$ cat src/rtl/fifo_enq_arbiter.sv
// fifo_enq_arbiter: round-robin, burst-locked arbiter sharing one FIFO write port among NUM_REQ producers
module fifo_enq_arbiter #(
  parameter int NUM_REQ   = 4,
  parameter int WIDTH     = 32,
  parameter int MAX_BURST = 4,
  parameter int TAG_W     = (NUM_REQ > 1) ? $clog2(NUM_REQ) : 1
) (
  input  logic                     clock,
  input  logic                     reset,
  input  logic [NUM_REQ-1:0]       req_valid,
  input  logic [NUM_REQ*WIDTH-1:0] req_data,
  input  logic [NUM_REQ-1:0]       req_last,
  output logic [NUM_REQ-1:0]       req_ready,
  output logic                     fifo_wrreq,
  output logic [TAG_W+WIDTH-1:0]   fifo_data,
  input  logic                     fifo_full,
  output logic                     grant_active,
  output logic [TAG_W-1:0]         grant_id
);
  localparam int CNT_W = $clog2(MAX_BURST + 1);
  typedef enum logic {IDLE, GRANT} state_t;
  state_t state, state_nxt;
  logic [TAG_W-1:0] last_grant, pick, idx;
  logic [CNT_W-1:0] beat_cnt;
  logic cur_valid, xfer, rel;
  // scanning from farthest to nearest leaves the first valid index after last_grant in pick
  always_comb begin
    pick = last_grant;
    idx = '0;
    for (int k = NUM_REQ; k >= 1; k--) begin
      idx = TAG_W'((int'(last_grant) + k) % NUM_REQ);
      if (req_valid[idx]) pick = idx;
    end
  end
  always_comb begin
    cur_valid = req_valid[grant_id];
    xfer = (state == GRANT) && cur_valid && !fifo_full;
    rel = (state == GRANT) && (!cur_valid || (xfer && (req_last[grant_id] || beat_cnt == CNT_W'(MAX_BURST - 1))));
    state_nxt = (state == IDLE) ? (|req_valid ? GRANT : IDLE) : (rel ? IDLE : GRANT);
  end
  always_ff @(posedge clock or posedge reset) begin
    if (reset) begin
      state <= IDLE;
      grant_id <= '0;
      last_grant <= TAG_W'(NUM_REQ - 1);
      beat_cnt <= '0;
    end else begin
      state <= state_nxt;
      if (state == IDLE && |req_valid) begin
        grant_id <= pick;
        beat_cnt <= '0;
      end else if (rel) last_grant <= grant_id;
      else if (xfer) beat_cnt <= beat_cnt + 1'b1;
    end
  end
  always_comb begin
    req_ready = '0;
    if (state == GRANT) req_ready[grant_id] = !fifo_full;
    grant_active = state == GRANT;
    fifo_wrreq = xfer;
    fifo_data = {grant_id, req_data[grant_id*WIDTH +: WIDTH]};
  end
endmodule

$ cat config.mk
export PLATFORM = sky130hd
export DESIGN_NAME = fifo_enq_arbiter
export DESIGN_NICKNAME = d
export VERILOG_FILES = /design/src/rtl/fifo_enq_arbiter.sv
export SDC_FILE = /design/constraint.sdc
export NUM_CORES = 1
export LEC_CHECK = 0
export ABC_AREA = 1
export BUFFER_PORTS_ARGS = -buffer_cell sky130_fd_sc_hd__clkbuf_2
export CAP_MARGIN = 30
export CORE_ASPECT_RATIO = 1.5
export CORE_UTILIZATION = 31
export CTS_CLUSTER_DIAMETER = 60
export DETAILED_ROUTE_END_ITERATION = 8
export GPL_ROUTABILITY_DRIVEN = 0
export PLACE_DENSITY_LB_ADDON = 0.12
export SLEW_MARGIN = 0
export SYNTH_ARGS = -nofsm -noshare
export SYNTH_HDL_FRONTEND = slang
export SYNTH_SLANG_ARGS = --single-unit
$ cat constraint.sdc
create_clock -name clock -period 1.2 [get_ports clock]
set_input_delay 0.06 -clock clock [delete_from_list [all_inputs] [get_ports clock]]
set_output_delay 0.06 -clock clock [all_outputs]
set_load 0.005 [all_outputs]
==> impl_metrics.ini <==
[global_routing]
busiest_layer = met2
overflow = 0
use_met1_pct = 26.1
met2_usage_pct = 45.6
grtUsageMet3_pct = 6.14
antenna_found_initial = 0
grt_pass1_wl_mm = 9.94
grtUsageTotal_pct = 24.4
grt_pass1_vias = 2224
grt_start_max_net_pins = 33

[final_layout]
drive_above_1_share_pct = 65.6
nNetsFinal = 613
area_growth_pct = 101
fill_cells = 458
utilization_pct = 64.6
antennaDiodeCount = 0

[floorplan]
coreArea_um2 = 4850
initial_core_util_pct = 32.1
die_h_um = 88.8
die_w_um = 59.9
ios = 181
die-area_um2 = 5320
row_count = 31

[critical_path]
reg2regPathDepth = 12
critPathKind = reg -> out
cpMostUsedCell = nand2_2
path_cells = buf_6 -> inv_6 -> nand2_2 -> nand2_2 -> nand2_4 -> nand2_2 -> nand2_2 -> buf_6 -> inv_2 -> clkbuf_2
crit_arrival_ns = 1.45
r2r_slack_ns = -0.26
startpoint_type = register
cp_data_required_time_ns = 1.14
end_kind = output port
r2r-end = beat_cnt[1]$_DFFE_PP0P_
reg2reg_from = grant_id[0]$_DFFE_PP0N_
worstPathMaxFanout = 5
crit_slowest_cell = dfrtp_2
max_stage_delay_ns = 0.44

[yosys]
synth_xor_area_share_pct = 0
synthCells = 266
ys.warnings.count = 0
netlist_area_um2 = 1560
ys_seq_area_share_pct = 13.0
synthMuxAreaShare_pct = 0
ys_seq_elements = 8
ys_types = 25
synth_top_family_by_area = simple AND/OR/NAND/NOR gates
synthesis.nets = 407
synthAdderAreaFrac_pct = 1.61
synth_compound_area_share_pct = 16.8
yosys.area_share.simple_pct = 56.1
syn_avg_cell_area_um2 = 5.86

[run_status]
failed_checks = setup timing
status = finished, violations left

[clock_tree]
clk_pin_slew_ns = 0.05
htreeDepth = 1
clk_latency_ns = 0.24
clk_path_buf_depth = 2
clock-sinks = 8
cts_root_buffer = clkbuf_8
cts_tree = built
cts_buffers = 3

[routing]
dr.pass1.iters = 4
vias_per_cell = 5.14
final_antenna_net_count = 0
drc = 0
first_iter_violations = 159
wirelength_mm = 7.67
avgRoutedWirePerCell_um = 14.3
vias = 2761

[placed_design]
place_hpwl_mm = 5.49
io_buffers = 180

[power]
switching_share_pct = 50.3
pwr_density_cell_nw_per_um2 = 2470
p_int_mw = 3.83
combPwrFrac_pct = 87.9
leakage_nw = 1.74
clkPwrFrac_pct = 4.7
irDropWorstVdd_mv = 1.53
fin_total_pwr_mw = 7.72
seqPwrFrac_pct = 7.4
p_sw_mw = 3.89

[hold_path]
hp-class = in -> async

[timing]
maxSlewHeadroom_pct = 77.8
setup_violations = 46
timing.final.ws_setup_ns = -0.313
fin_hold_ws_ns = 0.302
rsz0062_at_grt = yes
fmax_mhz = 661
timing.final.crit_period_ns = 1.51
hold_viol_final = 0
finalSetupTns_ns = -10.99
drv_slew = 0
clock_skew_ns = 0.00770
period_share_pct = 126
tightest_slew_ns = 0.332

[job]
maxCapViolCount = 0
## logic make-up (layout without fill, tap and decap cells)
family,count (synthesis),after routing
adders and majority gates,2,2
and+or+nand+nor,185,185
DFF,8,8
AOI/OAI and AO/OA,36,36
buffers and inverters,35,240
## per-stage QoR
step | instance area, um^2 | cells | setup slack [ns]
after detailed placement | 2610 | 514 | -0.244
after CTS | 2930 | 531 | -0.296
final | 3130 | 537 | -0.313
after floorplan | 1570 | 266 | -0.0372
after global placement | 2610 | 514 | -0.196
after global routing | 3130 | 537 | -0.374
## cell usage in the layout (no fill, tap or decap), drive strengths merged
cell | Yosys | routed
a21oi | 1 | 1
o22ai | 1 | 1
nand4 | 3 | 3
clkbuf | 2 | 167
o21ai | 2 | 2
dlygate4sd3 | 0 | 1
dfstp | 2 | 2
nor3 | 3 | 3
nand3 | 73 | 73
nor2 | 14 | 14
buf | 19 | 58
ha | 2 | 2
dfrtp | 6 | 6
a22oi | 32 | 32
nand2 | 92 | 92
inv | 14 | 14
## power by group through the flow
stage          registers, mW  clock network [mW]  logic [mW]
3_3_place_gp           0.558                   0        5.13
2_1_floorplan          0.524                   0        3.24
5_1_grt                0.582               0.368        7.40
4_1_cts                0.536               0.361        6.10
6_report               0.574               0.360        6.79
3_5_place_dp           0.566                   0        5.17
## layer usage
layer	up-vias	part of all wire, %
met3	15	9.4
met4	0	2.0
met5	-	0
met1	1261	35
met2	152	53
li1	1333	-
## registers in the layout, summed over array words and instances (netlist names)
| register | cells |
|---|---|
| beat_cnt | 3 |
| grant_active | 1 |
| grant_id | 2 |
| last_grant | 2 |
## worst max-delay path by stage
stage,start,end,slack (ns),cells after the start
finish,grant_id[0]$_DFFE_PP0N_,fifo_wrreq,-0.31,10
global route,grant_id[0]$_DFFE_PP0N_,fifo_data[20],-0.37,7
CTS,grant_id[0]$_DFFE_PP0N_,fifo_data[30],-0.30,7
detailed placement,grant_id[0]$_DFFE_PP0N_,fifo_data[21],-0.24,5
global placement,grant_id[0]$_DFFE_PP0N_,fifo_data[21],-0.20,5
floorplan,last_grant[0]$_DFFE_PP1P_,grant_id[0]$_DFFE_PP0N_,-0.04,10
## synthesized netlist by cell type
cell type  number  share of area [%]
nand2_1        84                 20
nand3_1        70                 22
a22oi_1        32                 15
nor2_1         11                2.7
buf_2          10                3.2
inv_1           9                2.2
buf_4           6                2.9
dfrtp_1         6                9.6
nand2_2         5                2.0
inv_2           4               0.96
buf_6           3                2.2
nand2_4         3                2.2
nand4_1         3                1.2
nor3_1          3               0.96
clkbuf_1        2               0.48
dfstp_2         2                3.4
ha_1            2                1.6
nand3_4         2                2.2
nor2_2          2               0.80
o21ai_1         2               0.64
a21oi_1         1               0.32
inv_6           1               0.56
nand3_2         1               0.64
nor2_4          1               0.72
o22ai_1         1               0.40
## layout make-up
type	count	area [um^2]	share of cell area [%]
clock buffer	4	45.0	1.44
inverter	14	75.1	2.40
multi-input combinational	223	1410	44.9
tap	66	82.6	2.64
sequential	8	204	6.51
timing repair buffer	222	1320	42.1
## worst max-delay path, delay by kind of cell, from the launching register on
kind	cells	cell delay [ns]
DFF	1	0.44
buffers and inverters	5	0.43
and+or+nand+nor	5	0.34
## repair_timing
action	in CTS	in global routing
setup buffers	11	7
setup endpoints to repair	46	46
gates resized for setup	40	73
gates cloned	1	0
hold buffers	1	0
endpoints found under the hold margin	6	0
pin swaps	15	32
No activity file was read; power rests on OpenSTA's default activity.
